==> config.mk <==
export PLATFORM = sky130hd
export DESIGN_NAME = stg1if_flat
export DESIGN_NICKNAME = d
export VERILOG_FILES = /design/src/rtl/stg1if_if.sv /design/src/rtl/stg1if.sv /design/src/flat_wrapper.sv
export SDC_FILE = /design/constraint.sdc
export NUM_CORES = 1
export LEC_CHECK = 0
export CAP_MARGIN = 20
export CORE_UTILIZATION = 30
export DETAILED_ROUTE_END_ITERATION = 16
export HOLD_SLACK_MARGIN = 0.03
export SYNTH_ARGS = -nofsm -noshare
export SYNTH_HDL_FRONTEND = slang
export SYNTH_SLANG_ARGS = --single-unit
==> constraint.sdc <==
create_clock -name iw_clk -period 3.81 [get_ports iw_clk]
set_input_delay 0.5715 -clock iw_clk [delete_from_list [all_inputs] [get_ports iw_clk]]
set_output_delay 0.5715 -clock iw_clk [all_outputs]
set_load 0.05 [all_outputs]
==> src/rtl/stg1if_if.sv <==
// PC/instruction interface of the fetch stage: instruction-memory port,
// downstream pipeline controls and the presented {pc, instr, valid} pair.
`timescale 1ns/1ps
interface stg1if_if #(
  parameter int ADDR_W = 24,
  parameter int DATA_W = 24
);
  logic              ow_imem_req;
  logic [ADDR_W-1:0] ow_imem_addr;
  logic              iw_imem_ack;
  logic              iw_imem_rvalid;
  logic [DATA_W-1:0] iw_imem_rdata;
  logic              iw_stall;
  logic              iw_redirect;
  logic [ADDR_W-1:0] iw_redirect_pc;
  logic [ADDR_W-1:0] ow_pc;
  logic [DATA_W-1:0] ow_instr;
  logic              ow_valid;

  modport master (
    output ow_imem_req, ow_imem_addr, ow_pc, ow_instr, ow_valid,
    input  iw_imem_ack, iw_imem_rvalid, iw_imem_rdata,
           iw_stall, iw_redirect, iw_redirect_pc
  );

  modport slave (
    input  ow_imem_req, ow_imem_addr, ow_pc, ow_instr, ow_valid,
    output iw_imem_ack, iw_imem_rvalid, iw_imem_rdata,
           iw_stall, iw_redirect, iw_redirect_pc
  );
endinterface

==> src/rtl/stg1if.sv <==
// Instruction-fetch stage: single-outstanding imem reads, one-entry hold
// buffer for downstream stall, redirect with discard of in-flight responses.
`timescale 1ns/1ps
module stg1if #(
  parameter int                ADDR_W    = 24,
  parameter int                DATA_W    = 24,
  parameter logic [ADDR_W-1:0] RESET_PC  = '0,
  parameter logic [DATA_W-1:0] NOP_INSTR = '0
) (
  input  logic     iw_clk,
  input  logic     iw_rst,
  stg1if_if.master bus
);

  typedef enum logic [1:0] {S_REQ, S_WAIT, S_HOLD} state_e;

  typedef struct packed {
    logic [ADDR_W-1:0] pc;
    logic [DATA_W-1:0] instr;
  } fetch_t;

  state_e            state_q, state_d;
  logic [ADDR_W-1:0] r_pc_q, r_pc_d;
  logic              discard_q, discard_d;
  fetch_t            hold_q, hold_d;
  logic              hold_vld_q, hold_vld_d;
  fetch_t            out_q, out_d;
  logic              out_vld_q, out_vld_d;
  logic [ADDR_W-1:0] pc_inc;

  assign pc_inc = r_pc_q + ADDR_W'(1);

  always_comb begin
    state_d    = state_q;
    r_pc_d     = r_pc_q;
    discard_d  = discard_q;
    hold_d     = hold_q;
    hold_vld_d = hold_vld_q;
    out_d      = out_q;
    out_vld_d  = out_vld_q;

    // An unstalled output register that is not reloaded drains to a bubble.
    if (!bus.iw_stall) begin
      out_vld_d   = 1'b0;
      out_d.instr = NOP_INSTR;
    end

    case (state_q)
      S_REQ: begin
        if (bus.iw_imem_ack) state_d = S_WAIT;
      end
      S_WAIT: begin
        if (bus.iw_imem_rvalid) begin
          if (discard_q) begin
            discard_d = 1'b0;
            state_d   = S_REQ;
          end else if (!bus.iw_stall) begin
            out_d     = '{pc: r_pc_q, instr: bus.iw_imem_rdata};
            out_vld_d = 1'b1;
            r_pc_d    = pc_inc;
            state_d   = S_REQ;
          end else begin
            hold_d     = '{pc: r_pc_q, instr: bus.iw_imem_rdata};
            hold_vld_d = 1'b1;
            r_pc_d     = pc_inc;
            state_d    = S_HOLD;
          end
        end
      end
      S_HOLD: begin
        if (!bus.iw_stall) begin
          out_d      = hold_q;
          out_vld_d  = 1'b1;
          hold_vld_d = 1'b0;
          state_d    = S_REQ;
        end
      end
      default: state_d = S_REQ;
    endcase

    // Redirect overrides everything; a request already accepted for the old
    // PC must have its response swallowed.
    if (bus.iw_redirect) begin
      r_pc_d      = bus.iw_redirect_pc;
      out_vld_d   = 1'b0;
      out_d.pc    = out_q.pc;
      out_d.instr = NOP_INSTR;
      hold_vld_d  = 1'b0;
      case (state_q)
        S_REQ: begin
          state_d   = bus.iw_imem_ack ? S_WAIT : S_REQ;
          discard_d = bus.iw_imem_ack;
        end
        S_WAIT: begin
          state_d   = bus.iw_imem_rvalid ? S_REQ : S_WAIT;
          discard_d = !bus.iw_imem_rvalid;
        end
        default: begin
          state_d   = S_REQ;
          discard_d = 1'b0;
        end
      endcase
    end
  end

  always_ff @(posedge iw_clk or posedge iw_rst) begin
    if (iw_rst) begin
      state_q    <= S_REQ;
      r_pc_q     <= RESET_PC;
      discard_q  <= 1'b0;
      hold_q     <= '{pc: '0, instr: NOP_INSTR};
      hold_vld_q <= 1'b0;
      out_q      <= '{pc: '0, instr: NOP_INSTR};
      out_vld_q  <= 1'b0;
    end else begin
      state_q    <= state_d;
      r_pc_q     <= r_pc_d;
      discard_q  <= discard_d;
      hold_q     <= hold_d;
      hold_vld_q <= hold_vld_d;
      out_q      <= out_d;
      out_vld_q  <= out_vld_d;
    end
  end

  assign bus.ow_imem_req  = (state_q == S_REQ) && !iw_rst;
  assign bus.ow_imem_addr = r_pc_q;
  assign bus.ow_pc        = out_q.pc;
  assign bus.ow_instr     = out_q.instr;
  assign bus.ow_valid     = out_vld_q;

endmodule

==> src/flat_wrapper.sv <==
// flat-port wrapper written by rule: the top's interface ports become plain ports
module stg1if_flat 
#(
  parameter int                ADDR_W    = 24,
  parameter int                DATA_W    = 24,
  parameter logic [ADDR_W-1:0] RESET_PC  = '0,
  parameter logic [DATA_W-1:0] NOP_INSTR = '0
)
  (iw_clk, iw_rst, bus_ow_imem_req, bus_ow_imem_addr, bus_ow_pc, bus_ow_instr, bus_ow_valid, bus_iw_imem_ack, bus_iw_imem_rvalid, bus_iw_imem_rdata, bus_iw_stall, bus_iw_redirect, bus_iw_redirect_pc);
  stg1if_if #(.ADDR_W(ADDR_W), .DATA_W(DATA_W)) bus_i ();
  input  logic iw_clk;
  input  logic iw_rst;
  output wire logic [$bits(bus_i.ow_imem_req)-1:0] bus_ow_imem_req;
  output wire logic [$bits(bus_i.ow_imem_addr)-1:0] bus_ow_imem_addr;
  output wire logic [$bits(bus_i.ow_pc)-1:0] bus_ow_pc;
  output wire logic [$bits(bus_i.ow_instr)-1:0] bus_ow_instr;
  output wire logic [$bits(bus_i.ow_valid)-1:0] bus_ow_valid;
  input wire logic [$bits(bus_i.iw_imem_ack)-1:0] bus_iw_imem_ack;
  input wire logic [$bits(bus_i.iw_imem_rvalid)-1:0] bus_iw_imem_rvalid;
  input wire logic [$bits(bus_i.iw_imem_rdata)-1:0] bus_iw_imem_rdata;
  input wire logic [$bits(bus_i.iw_stall)-1:0] bus_iw_stall;
  input wire logic [$bits(bus_i.iw_redirect)-1:0] bus_iw_redirect;
  input wire logic [$bits(bus_i.iw_redirect_pc)-1:0] bus_iw_redirect_pc;
  assign bus_ow_imem_req = bus_i.ow_imem_req;
  assign bus_ow_imem_addr = bus_i.ow_imem_addr;
  assign bus_ow_pc = bus_i.ow_pc;
  assign bus_ow_instr = bus_i.ow_instr;
  assign bus_ow_valid = bus_i.ow_valid;
  assign bus_i.iw_imem_ack = bus_iw_imem_ack;
  assign bus_i.iw_imem_rvalid = bus_iw_imem_rvalid;
  assign bus_i.iw_imem_rdata = bus_iw_imem_rdata;
  assign bus_i.iw_stall = bus_iw_stall;
  assign bus_i.iw_redirect = bus_iw_redirect;
  assign bus_i.iw_redirect_pc = bus_iw_redirect_pc;
  stg1if #(.ADDR_W(ADDR_W), .DATA_W(DATA_W), .RESET_PC(RESET_PC), .NOP_INSTR(NOP_INSTR)) u_core (.iw_clk(iw_clk), .iw_rst(iw_rst), .bus(bus_i));
endmodule
## Word-level counts from Yosys, hierarchy flattened

Cells that the tools add are included.

- Bitwise logic cells: 2
- Equal/unequal tests: 10
- $add $sub $neg: 1
- Reductions and logical operators: 12
- Multiplexer cells: 31

Operators with widths:

| operator | count |
|---|---|
| $mux W48 | 4 |
| $mux W24 | 6 |
| $pmux W48 S2 | 1 |
| $add A24 B1 Y24 const B | 1 |
| $mux W2 | 6 |
| $mux W1 | 10 |
| $ne A2 B2 Y1 const B | 5 |
| $ne A3 B3 Y1 const B | 3 |
| $pmux W2 S3 | 1 |
| $reduce_and A3 Y1 | 2 |
| $reduce_and A6 Y1 | 1 |
| $reduce_bool A2 Y1 | 3 |
| $pmux W1 S2 | 2 |
| $pmux W2 S2 | 1 |
| $reduce_and A4 Y1 | 1 |
| $eq A2 B1 Y1 const B | 1 |
| $eq A2 B2 Y1 const B | 1 |
| $logic_not A1 Y1 | 2 |
| $logic_not A2 Y1 | 1 |
| $not A1 Y1 | 2 |
| $reduce_and A2 Y1 | 1 |
| $logic_and A1 B1 Y1 | 1 |

- Output and inout bits: 74
- Bits in registers: 124
- Input port bits: 54

## Longest topological paths before layout

Gate-level depths: netlist (run 1).

- Depth in word-level cells: 6
- Depth in mapped cells: 9
- Gate-level depth less buffers: 6

## Worst setup path after synthesis (run 1)

No wires, ideal clock.

- Path type: flip-flop to flip-flop
- Start point: register u_core.r_pc_q[0] (netlist: u_core.bus.ow_imem_addr[0])
- End point: register u_core.r_pc_q[22] (netlist: u_core.bus.ow_imem_addr[22])
- Setup time: 82 ps
- Arrival time: 2,285 ps
- Setup slack: 1,443 ps
- Cell stages (with the launch flop): 7
- Cell sequence: dfrtp_1 > ha_1 > nand4b_2 > or3_1 > clkbuf_2 > or4_1 > a31oi_1

- Longest elaborated chain between the ends: 5

Ends and longest elaborated chain:

| element | RTL line | text |
|---|---|---|
| start: declaration | stg1if.sv:23 | `logic [ADDR_W-1:0] r_pc_q, r_pc_d;` |
| start signal: assignment | stg1if.sv:117 | `r_pc_q <= r_pc_d;` |
| $add A24 B1 Y24 | stg1if.sv:31 | `assign pc_inc = r_pc_q + ADDR_W'(1);` |
| $mux W24 | stg1if.sv:54 | `if (discard_q) begin` |
| $mux W24 | stg1if.sv:53 | `if (bus.iw_imem_rvalid) begin` |
| $mux W24 | stg1if.sv:48 | `case (state_q)` |
| $mux W24 | stg1if.sv:83 | `if (bus.iw_redirect) begin` |

No other way between the ends. The select of a mux whose other input is x is not followed.
A chain may end at the register's enable or synchronous reset.

## Worst setup path after layout (run 1)

- Start point: register u_core.state_q[1]
- End point: register u_core.hold_q[27] (netlist name)

- Longest elaborated chain between the ends: 2

Ends and longest elaborated chain:

| element | RTL line | text |
|---|---|---|
| start: declaration | stg1if.sv:22 | `state_e state_q, state_d;` |
| start signal: assignment | stg1if.sv:116 | `state_q <= state_d;` |
| $eq A2 B1 Y1 | stg1if.sv:48 |  |
| $reduce_and A4 Y1 (no line) | -- |  |
| end signal: assignment | stg1if.sv:111 | `hold_q <= '{pc: '0, instr: NOP_INSTR};` |
| end signal: assignment | stg1if.sv:119 | `hold_q <= hold_d;` |
| end: declaration | stg1if.sv:25 | `fetch_t hold_q, hold_d;` |

No other way between the ends.

==> results of run 1 <==
## kinds of logic after synthesis
logic type               after synthesis  synth area share
multiplexers                          47            0.0914
buffers and inverters                 55            0.0381
flip-flops                           124             0.539
XOR/XNOR                              10            0.0152
AO/OA/AOI/OAI                        141             0.177
AND/OR/NAND/NOR                      150             0.128
adder cells (fa/ha/maj)                5            0.0109
## per-layer routing
layer / vias up / global-route usage / share of wire / routed length, um
met4: 0 / 0.0830 / 0.030 / 471
met3: 30 / 0.0321 / 0.032 / 514
met2: 120 / 0.271 / 0.49 / 7810
met1: 2312 / 0.212 / 0.44 / 7040
met5: - / 0 / 0 / 0
li1: 2173 / - / - / -
## power breakdown
group	total, mW	switching (mW)	internal, mW
clock network	1.56	0.608	0.952
logic	1.32	0.764	0.559
registers	1.87	0.225	1.65
## worst paths after layout
check	end	start
worst max-delay path	u_core.hold_q[27]	u_core.state_q[1]
worst min-delay path	u_core.bus.ow_pc[6]	u_core.bus.ow_pc[6]
worst max register to register	u_core.hold_q[27]	u_core.state_q[1]
worst min register to register	u_core.bus.ow_pc[6]	u_core.bus.ow_pc[6]
max in group asynchronous	u_core.bus.ow_imem_addr[12]	iw_rst
min in group asynchronous	u_core.bus.ow_instr[0]	iw_rst
## worst max-delay path: cells and delay by family (launching register included)
family / cells / cell delay (ns)
muxes: 1 / 0.29
buffers and inverters: 2 / 0.46
adders and majority gates: 1 / 0.30
DFF: 1 / 0.41
and+or+nand+nor: 2 / 1.15
## final cells by class
type	instances	area [um2]	area share
sequential	124	3100	0.396
multi-input combinational	353	2450	0.313
timing repair buffer	135	1360	0.174
clock buffer	20	467	0.0596
tap	234	293	0.0374
clock inverter	12	114	0.0145
inverter	9	37.5	0.00480
## stage by stage
| stage | setup slack (ns) | power (mW) | util | instances |
|---|---|---|---|---|
| finish | 1.07 | 4.75 | 0.417 | 887 |
| global route | 0.892 | 5.01 | 0.417 | 887 |
| CTS | 1.07 | 4.78 | 0.417 | 887 |
| detailed placement | 0.740 | 3.21 | 0.386 | 855 |
| global placement | 0.847 | 3.16 | 0.386 | 855 |
| floorplan | 1.44 | 2.77 | - | 532 |
## cells in the final DEF (no fill, tap or decap), types with 3 or more instances in the layout
cell type	count
xor2_1	3
dfrtp_1	124
inv_1	8
clkbuf_8	3
buf_4	5
buf_12	3
a22o_1	24
clkdlybuf4s50_1	126
o21ai_0	20
nor2_1	37
ha_1	4
a31oi_1	10
mux2i_1	3
nand2b_1	3
and3_1	3
nor4_1	4
o31ai_1	30
and4_1	3
or4_1	7
clkinvlp_4	5
nand4_1	6
nand3_1	13
a22oi_1	47
nand2_1	57
or3_1	3
clkinv_4	3
mux2_2	44
a21oi_1	3
clkbuf_16	17
xnor2_1	7
nor3_1	3
## state kept, by name, summed over array words and instances (netlist names)
| register | cells |
|---|---|
| u_core.bus.ow_imem_addr | 24 |
| u_core.bus.ow_pc | 24 |
| u_core.bus.ow_instr | 24 |
| u_core.state_q | 2 |
| u_core.hold_q | 48 |
| u_core.discard_q | 1 |
| u_core.bus.ow_valid | 1 |
==> impl_metrics.tcl, run 1 <==
set metrics [dict create \
    hpwl_um 10900 \
    leakage_nw 3.17 \
    setup_viol 0 \
    crit_chain "inv_1 > ha_1 > and3b_2 > nand2_2 > buf_12 > mux2_2" \
    ys_ff_latch 124 \
    critPathCaptureType "register" \
    synth_area_leaders "dfrtp_1, mux2_2, a22oi_1" \
    hold_viol 0 \
    yosysUniqueCellTypes 43 \
    die_area_mm2 0.0197 \
    grt_pass1_wl_um 25400 \
    hold_path_depth 2 \
    drive_above_1_share 0.144 \
    fin_nets 699 \
    fp.dieW_um 140 \
    synth_edf_count 0 \
    netlist_area_mm2 0.00575 \
    synth_top_area_frac 0.539 \
    cts_hold_buf 0 \
    cts_max_level 4 \
    post_cts_buffers 0 \
    overflow 0 \
    crit_fanout 28 \
    grt_usage 0.167 \
    critPathKind "reg2reg" \
    yosysSeqAreaShare 0.539 \
    start_kind "register" \
    drc_errors 0 \
    root_buffer "clkbuf_16" \
    synthTopCellsByCount "dfrtp_1, nand2_1, a22oi_1" \
    drt_wl_total_um 15800 \
    portBuffers 127 \
    status "complete, no violations" \
    place_area_mm2 0.00725 \
    via_per_inst 5.23 \
    core_area_mm2 0.0188 \
    rr_worst_depth 6 \
    power_density_mw_per_mm2 607 \
    die_y_um 140 \
    cts_tree "done" \
    crit_required_ns 4.10 \
    vias 4635 \
    boundaryPins 128 \
    clk_latency_ns 0.41 \
    synthesis.nets 591 \
    slew_headroom 0.381 \
    ys.flop_type "dfrtp_1" \
    synth_area_leader_cell "dfrtp_1" \
    clockBufferDepth 2 \
    timing.fmax_ghz 0.364 \
    max_cap_viol_count 0 \
    synth_cells 532 \
    grt_start_max_net_pins 48 \
    maxSlewViolCount 0 \
    max_stage_delay_ns 0.62 \
    skew_ns 0.00428 \
    dr.pass1.iters 5 \
    clock_sinks 124 \
    cts_resized 0 \
    finalCritPeriodShare 0.720 \
    period_minus_slack_ns 2.74 \
    cp_slowest_cell "and3b_2" \
    critPathArrivalTime_ns 3.04 \
    drt_iter0_drc 269 \
    clkSlewWorstSetupHoldPaths_ns 0.06 \
    design_area_mm2 0.00783 \
    initial_utilization 0.306 \
    synth_most_common_cell "dfrtp_1" \
    place_congestion 0.759 \
    rsz0062_at_grt "no" \
    setup_tns_ns 0 \
    grt_antenna_before_repair 0 \
    r2r_slack_ns 1.07 \
    synthToLayoutAreaGrowth_pct 36.1 \
    avgRoutedWirePerCell_um 17.9 \
    avgSynthCellArea_um2 10.8 \
    antenna_left 0 \
    hold_slack_ns 0.474 \
    async_flop_share 1.00 \
    fillers 1770 \
    worst_pin_slew_ns 0.929 \
    cts_buffers 17 \
    antenna_cells 0 \
    first_global_vias 4778 \
    synth_warnings 0 \
    rows 50 \
    ir_drop_mv 0.345 \
    hp-class "reg2reg" \
]
Note: power is estimated with default switching activity, not from simulation.
==> run 2: changes to the inputs <==
clock period = 2.4 ns   (was 3.81 ns; I/O delays follow)
==> run 2 against run 1 <==
  * Power rose by 65%
  * Sequential share of layout area decreased by 1.1 points
  * Register-to-register slack worse by 0.91 ns
  * Largest power group unchanged
  * Non-clock buffer count increased by 20
  * Die area stayed put
  * Cell area grew 2.9%
  * Via count grew 2.8%
  * Critical path depth increased by 1
  * Worst setup slack worse by 0.91 ns
  * Highest routed layer unchanged
==> impl_metrics.tcl, run 2 (synthesized netlist as in run 1, its figures left out) <==
set metrics [dict create \
    clockBufferDepth 2 \
    first_global_vias 4770 \
    period_minus_slack_ns 2.24 \
    grt_pass1_wl_um 25800 \
    antenna_left 0 \
    worst_pin_slew_ns 0.651 \
    r2r_start "u_core.state_q[1]" \
    design_area_mm2 0.00805 \
    cts_buffers 17 \
    skew_ns 0.00974 \
    clkSlewWorstSetupHoldPaths_ns 0.06 \
    setup_tns_ns 0 \
    fillers 1770 \
    crit_fanout 6 \
    drive_above_1_share 0.169 \
    max_stage_delay_ns 0.53 \
    avgRoutedWirePerCell_um 17.8 \
    synthToLayoutAreaGrowth_pct 40.0 \
    critPathArrivalTime_ns 2.56 \
    hp-class "in2async" \
    place_area_mm2 0.00743 \
    grt_start_max_net_pins 56 \
    regMostFlops "u_core.hold_q" \
    path_buf_inv 2 \
    pre_cts_ws_ns 0.0376 \
    rows 50 \
    initial_utilization 0.306 \
    die_area_mm2 0.0197 \
    cts_max_level 4 \
    drc_errors 0 \
    leakage_nw 3.30 \
    power_density_mw_per_mm2 972 \
    grt_usage 0.169 \
    start_kind "register" \
    multi_input_area_mm2 0.00245 \
    cts_hold_buf 0 \
    critPathCaptureType "register" \
    fp.dieW_um 140 \
    finalCritPeriodShare 0.934 \
    status "complete, no violations" \
    boundaryPins 128 \
    slew_headroom 0.565 \
    register_area_mm2 0.00310 \
    vias 4765 \
    root_buffer "clkbuf_16" \
    max_cap_viol_count 0 \
    hpwl_um 11000 \
    drt_iter0_drc 272 \
    core_area_mm2 0.0188 \
    cp_slowest_cell "or4_1" \
    portBuffers 127 \
    setup_viol 0 \
    timing.fmax_ghz 0.446 \
    final_common_cell "clkdlybuf4s50_1" \
    fin_util 0.429 \
    place_congestion 0.824 \
    critPathKind "reg2reg" \
    maxSlewViolCount 0 \
    crit_chain "inv_1 > ha_2 > buf_4 > nand4b_2 > or3_1 > or4_1 > a31oi_1" \
    setup_ws_ns 0.159 \
    largest_reg_flops 48 \
    clk_latency_ns 0.41 \
    rsz0062_at_grt "no" \
    rr_worst_depth 7 \
    die_y_um 140 \
    dr.pass1.iters 4 \
    r2r-end "u_core.bus.ow_imem_addr[22]" \
    clock_sinks 124 \
    via_per_inst 5.25 \
    fin_nets 719 \
    cts_tree "done" \
    antenna_cells 0 \
    drt_wl_total_um 16100 \
    finalPower_mw 7.83 \
    overflow 0 \
    crit_family "simple AND/OR/NAND/NOR gates" \
    ir_drop_mv 0.488 \
    mostFrequentLayoutCells "clkdlybuf4s50_1, dfrtp_1, nand2_1" \
    grt_antenna_before_repair 0 \
    r2r_slack_ns 0.16 \
    hold_viol 0 \
    crit_required_ns 2.72 \
]
-- run 2: cell types whose count changed in the layout (fill, tap and decap cells not counted) --
cell and change:
clkbuf_8 -1, inv_6 +2, clkdlybuf4s50_1 -1, clkinvlp_4 -2, clkinv_4 -1, bufinv_16 +2
ha_2 +1, clkinv_2 -2, buf_12 +3, ha_1 -1, buf_4 +18, clkbuf_1 +2
-- run 2: worst max path at each step --
stage	start	endpoint	slack, ns	depth (start not counted)
final	u_core.state_q[1]	u_core.bus.ow_imem_addr[22]	0.16	7
after global routing	u_core.state_q[1]	u_core.bus.ow_imem_addr[22]	0.01	7
after CTS	u_core.state_q[1]	u_core.bus.ow_imem_addr[19]	0.10	6
after detailed placement	bus_iw_imem_rvalid	u_core.bus.ow_imem_addr[21]	0.04	5
after global placement	bus_iw_imem_rvalid	u_core.bus.ow_imem_addr[23]	0.08	5
after floorplan	u_core.bus.ow_imem_addr[0]	u_core.bus.ow_imem_addr[22]	0.03	6
-- run 2: metal layers --
layer / wire length (um) / track usage
met5: 0 / 0
met4: 262 / 0.0572
met3: 659 / 0.0393
met2: 8300 / 0.296
met1: 6890 / 0.205
-- run 2: power breakdown --
| group | switching (mW) | leakage, nW | internal (mW) |
|---|---|---|---|
| Clock | 0.958 | 0.295 | 1.71 |
| Sequential | 0.316 | 1.58 | 2.61 |
| Combinational | 1.27 | 1.42 | 0.969 |
-- run 2: worst reg2reg max path, delay by kind of cell (launching register included) --
| kind | cells | cell delay, ns |
|---|---|---|
| and+or+nand+nor | 3 | 1.06 |
| DFF | 1 | 0.40 |
| buffers and inverters | 2 | 0.25 |
| adders and majority gates | 1 | 0.23 |
| AOI/OAI and AO/OA | 1 | 0.20 |
-- run 2: final cells by class --
type                       instances  area share
sequential                       124       0.385
multi-input combinational        353       0.305
timing repair buffer             155       0.192
clock buffer                      21      0.0572
tap                              234      0.0364
clock inverter                    11      0.0196
inverter                           9     0.00466
-- run 2: what timing repair did --
item | in CTS | in global routing
endpoints found under the hold margin | 0 | 0
resized for setup | 0 | 1
buffers inserted | 0 | 0
endpoints found under the setup margin | 0 | 4
-- run 2: metrics by stage --
step	hold WS, ns	instances
2_1_floorplan	0.450	532
3_3_place_gp	0.464	875
3_5_place_dp	0.472	875
4_1_cts	0.380	907
5_1_grt	0.421	907
6_report	0.371	907
==> run 3: changes to the inputs <==
REMOVE_ABC_BUFFERS = 1   (was default)
==> run 3 against run 2 <==
  * Clock skew rose by 0.0023 ns
  * Critical endpoint is now u_core.bus.ow_imem_addr[19]
  * Global-route usage fell by 0.33 points
  * Worst hold slack got worse by 0.12 ns
  * Clock power fell by 2%
  * Fmax rose by 1.3%
  * Utilization fell by 0.18 points
  * Die area did not move
  * Cell area fell by 0.42%
  * Power fell by 0.88%
  * Sequential power barely moved
==> impl_metrics.tcl, run 3 (synthesized netlist as in run 1, its figures left out) <==
set metrics [dict create \
    maxSlewViolCount 0 \
    hold_path_depth 2 \
    die_y_um 140 \
    hp-class "in2reg" \
    start_kind "register" \
    clkSlewWorstSetupHoldPaths_ns 0.06 \
    p_seq_frac 0.377 \
    die_area_mm2 0.0197 \
    fin_util 0.427 \
    via_per_inst 5.15 \
    rows 50 \
    hpwl_um 10600 \
    cts_hold_buf 0 \
    fp.dieW_um 140 \
    clkPwrFrac 0.336 \
    cts_tree "done" \
    vias 4670 \
    hold_viol 0 \
    overflow 0 \
    max_cap_viol_count 0 \
    crit_required_ns 2.73 \
    dp_cells 875 \
    crit_fanout 13 \
    min_to "u_core.bus.ow_instr[3]" \
    slew_headroom 0.566 \
    timing.fmax_ghz 0.452 \
    critPathCaptureType "register" \
    place_area_mm2 0.00742 \
    p_sw_mw 2.55 \
    design_area_mm2 0.00802 \
    power.share.switching 0.328 \
    grt_antenna_before_repair 0 \
    grt_start_max_net_pins 44 \
    intPower_mw 5.21 \
    skew_ns 0.0120 \
    avgRoutedWirePerCell_um 17.4 \
    synthToLayoutAreaGrowth_pct 39.4 \
    regMostFlops "u_core.hold_q" \
    period_minus_slack_ns 2.21 \
    place_congestion 0.743 \
    largest_reg_flops 48 \
    root_buffer "clkbuf_16" \
    first_global_vias 4782 \
    power_density_mw_per_mm2 967 \
    rsz0062_at_grt "no" \
    boundaryPins 128 \
    hold_slack_ns 0.256 \
    cts_max_level 4 \
    drt_iter0_drc 341 \
    mostFrequentLayoutCells "clkdlybuf4s50_1, dfrtp_1, nand2_1" \
    cts_buffers 17 \
    clk_latency_ns 0.41 \
    dr.pass1.iters 5 \
    hold_start "bus_iw_redirect" \
    cts_resized 0 \
    fillers 1745 \
    antenna_left 0 \
    fin_nets 719 \
    final_common_cell "clkdlybuf4s50_1" \
    grt_pass1_wl_um 25200 \
    leakage_nw 3.29 \
    finalCritPeriodShare 0.922 \
    setup_tns_ns 0 \
    drc_errors 0 \
    critPathKind "reg2reg" \
    drive_above_1_share 0.169 \
    pwr-share-comb 0.287 \
    rr_worst_depth 6 \
    fin_cells 907 \
    portBuffers 127 \
    initial_utilization 0.306 \
    drt_wl_total_um 15700 \
    clock_sinks 124 \
    clockBufferDepth 2 \
    r2r_slack_ns 0.19 \
    critPathArrivalTime_ns 2.55 \
    post_cts_buffers 0 \
    status "complete, no violations" \
    core_area_mm2 0.0188 \
    r2r_start "u_core.state_q[1]" \
    ir_drop_mv 0.462 \
    worst_pin_slew_ns 0.651 \
    r2r-end "u_core.bus.ow_imem_addr[19]" \
    setup_viol 0 \
    grt_usage 0.166 \
    antenna_cells 0 \
]
run 3: cell types whose count changed in the layout (fill, tap and decap cells not counted), sizes merged:
cell    before  now
clkinv       2    7
inv         12   10
clkbuf      21   18
run 3: worst max path at each step:
stage	slack [ns]	end	start
final	0.19	u_core.bus.ow_imem_addr[19]	u_core.state_q[1]
after global routing	0.08	u_core.bus.ow_imem_addr[19]	u_core.state_q[1]
after CTS	0.17	u_core.bus.ow_imem_addr[19]	u_core.state_q[1]
after detailed placement	-0.06	u_core.bus.ow_imem_addr[19]	bus_iw_imem_rvalid
after global placement	-0.03	u_core.bus.ow_imem_addr[21]	bus_iw_imem_rvalid
after floorplan	-2.05	u_core.bus.ow_pc[0]	u_core.state_q[1]
run 3: critical path, cell delays in order (launching register included):
cell and delay (ns):
dfrtp_1 0.39, inv_1 0.11, ha_1 0.22, nand3b_1 0.12
or4_4 0.64, or4_1 0.49, a31oi_1 0.17
run 3: through the flow:
step | setup WS [ns] | power, mW
floorplan | -2.05 | 4.33
global placement | -0.0267 | 5.10
detailed placement | -0.0606 | 5.20
CTS | 0.171 | 7.85
global route | 0.0805 | 8.18
finish | 0.187 | 7.76
run 3: metal layers:
metal | up-vias | part of all wire | wire, um | track usage
met5 | - | 0 | 0 | 0
met4 | 0 | 0.0088 | 138 | 0.0681
met3 | 10 | 0.066 | 1040 | 0.0489
met2 | 143 | 0.49 | 7720 | 0.278
met1 | 2307 | 0.43 | 6850 | 0.200
li1 | 2210 | - | - | -
run 3: area by class of cell:
cell class	count	area, um2	share of cell area
Timing Repair Buffer	155	1540	0.192
Multi-Input combinational cell	353	2450	0.306
Sequential cell	124	3100	0.387
Tap cell	234	293	0.0365
Clock buffer	18	429	0.0535
Clock inverter	14	171	0.0214
Inverter	9	36.3	0.00452
run 3: power groups by stage:
stage / Clock (mW) / Sequential (mW) / Combinational, mW
5_1_grt: 2.77 / 3.00 / 2.41
3_3_place_gp: 0 / 2.92 / 2.18
3_5_place_dp: 0 / 2.96 / 2.25
6_report: 2.60 / 2.93 / 2.23
4_1_cts: 2.68 / 2.92 / 2.25
2_1_floorplan: 0 / 3.25 / 1.09
==> patch (flow settings as in run 1) <==
Re-encode `state_e` (3 states) as one-hot, 3 bits wide.
--- a/src/rtl/stg1if.sv
+++ b/src/rtl/stg1if.sv
@@ -14,3 +14,3 @@
 
-  typedef enum logic [1:0] {S_REQ, S_WAIT, S_HOLD} state_e;
+  typedef enum logic [2:0] {S_REQ = 3'b001, S_WAIT = 3'b010, S_HOLD = 3'b100} state_e;
 
Function: no difference found for any inputs over 4 cycles, from zero or initial values and one cycle with iw_rst high; so few cycles prove little.
==> patch against run 1 <==
  * Cell area increased by 0.61%
  * Final cell count decreased by 3.4%
  * Fmax fell by 4.9%
  * Synthesized area is 0.35% higher
  * Combinational power down 44%
  * Setup slack got worse by 140 ps
  * Sequential cell count grew 1
  * Largest power group unchanged
  * Wire length hardly changed
  * Total power shrank 14%
  * Critical path type is now flop to output port
  * Highest routed layer unchanged
  * Critical endpoint is now bus_ow_imem_req
==> patch: results (changes against run 1) <==
Run status
  • Status: finished, final reports clean (unchanged)

Critical path
  • Arrival time at the worst endpoint: 2310 ps (was 3040 ps)
  • Max stage delay on crit path: 810 ps (was 620 ps)
  • Slowest cell on crit path: clkdlybuf4s50_1 (was and3b_2)
  • Worst-path maximum fanout: 8 (was 28)
  • R2r setup slk: 1280 ps (was 1070 ps)
  • CP Launch Point: u_core.state_q[0] (was u_core.state_q[1])

STA
  • Hold slack final: 505 ps (was 474 ps)
  • Layout Skew: 8.55 ps (was 4.28 ps)
  • Period Utilization, post-route: 0.757 (was 0.720)
  • Relative slew slack: 0.371 (was 0.381)

Layout
  • Clock-cell share: 0.0726 (was 0.0742)
  • Nonclk buf count: 140 (was 135)
  • Reg area: 3130 µm² (was 3100 µm²)
  • Logic inverters: 4 (was 9)
  • Layout cell share with drive strength beyond 1: 0.204 (was 0.144)
  • Final non-clock buffer share: 0.173 (was 0.174)
  • Clock buffer count in the final layout: 22 (was 20)
  • Comb_multi_in: 323 (was 353)
  • Fin cells: 857 (was 887)
  • Footprint of the multi-input gates: 2500 µm² (was 2450 µm²)

Pwr
  • Power per Cell Area: 517 nW/µm² (was 607 nW/µm²)
  • Clock power share: 0.376 (was 0.328)
  • Worst VDD drop: 0.000361 V (was 0.000345 V)
  • Comb group: 0.734 mW (was 1.32 mW)
  • Seq pwr share: 0.444 (was 0.393)

GRT
  • GRT Overall Usage: 0.170 (was 0.167)
  • Vias in the first global route: 4706 (was 4778)
  • Global-route wire length before repair: 26.0 mm (was 25.4 mm)

Min path
  • Hold Path End: u_core.hold_q[25] (was u_core.bus.ow_pc[6])
  • Worst Min Path Start: u_core.hold_q[25] (was u_core.bus.ow_pc[6])
  • Hold path cells: 1 (was 2)

Route
  • Via count: 4578 (was 4635)
  • Initial DRC count: 205 (was 269)
  • Wire per inst: 18.5 µm (was 17.9 µm)

Synthesis
  • Yosys reg bits: 125 (was 124)
  • Syn Inst Count: 488 (was 532)
  • Seq/Total Area, Yosys: 0.542 (was 0.539)
  • Synth top area cells: dfrtp_1 54%, mux2_2 14%, a22o_1 3.6% (was dfrtp_1 54%, mux2_2 8.6%, a22oi_1 6.1%)
  • Yosys cell types: 51 (was 43)

Placed design
  • Placed Area: 7300 µm² (was 7250 µm²)
  • Setup WS pre-CTS: 831 ps (was 740 ps)
  • Placed cells: 826 (was 855)
-- patch: changes by cell type after synthesis, moves of 5 or more --
cell       delta
o31ai_1      -23
a22oi_1      -46
a32oi_1      +15
nor2b_1      +12
o21ai_0       -5
clkbuf_1      -8
a2bb2oi_1    +15
nor2_1        -8
nor3_1        +8
a221oi_1      +9
inv_1         -6
nand2_1      -33
mux2_2       +28
-- patch: layer usage --
metal,GRT usage,vias up,share of wire
met5,0,-,0
met4,0.0521,0,0.013
met3,0.0496,19,0.077
met2,0.278,173,0.48
met1,0.215,2287,0.43
li1,-,2099,-
-- patch: logic make-up (layout without fill, tap and decap cells) --
logic type,after synthesis,in the layout,share of synthesized area
DFF,125,125,0.542
AOI/OAI and AO/OA,109,109,0.145
buffers and inverters,40,175,0.0277
adders and majority gates,1,1,0.00217
and+or+nand+nor,132,132,0.128
xor gates and xnor gates,8,8,0.0121
muxes,73,73,0.142
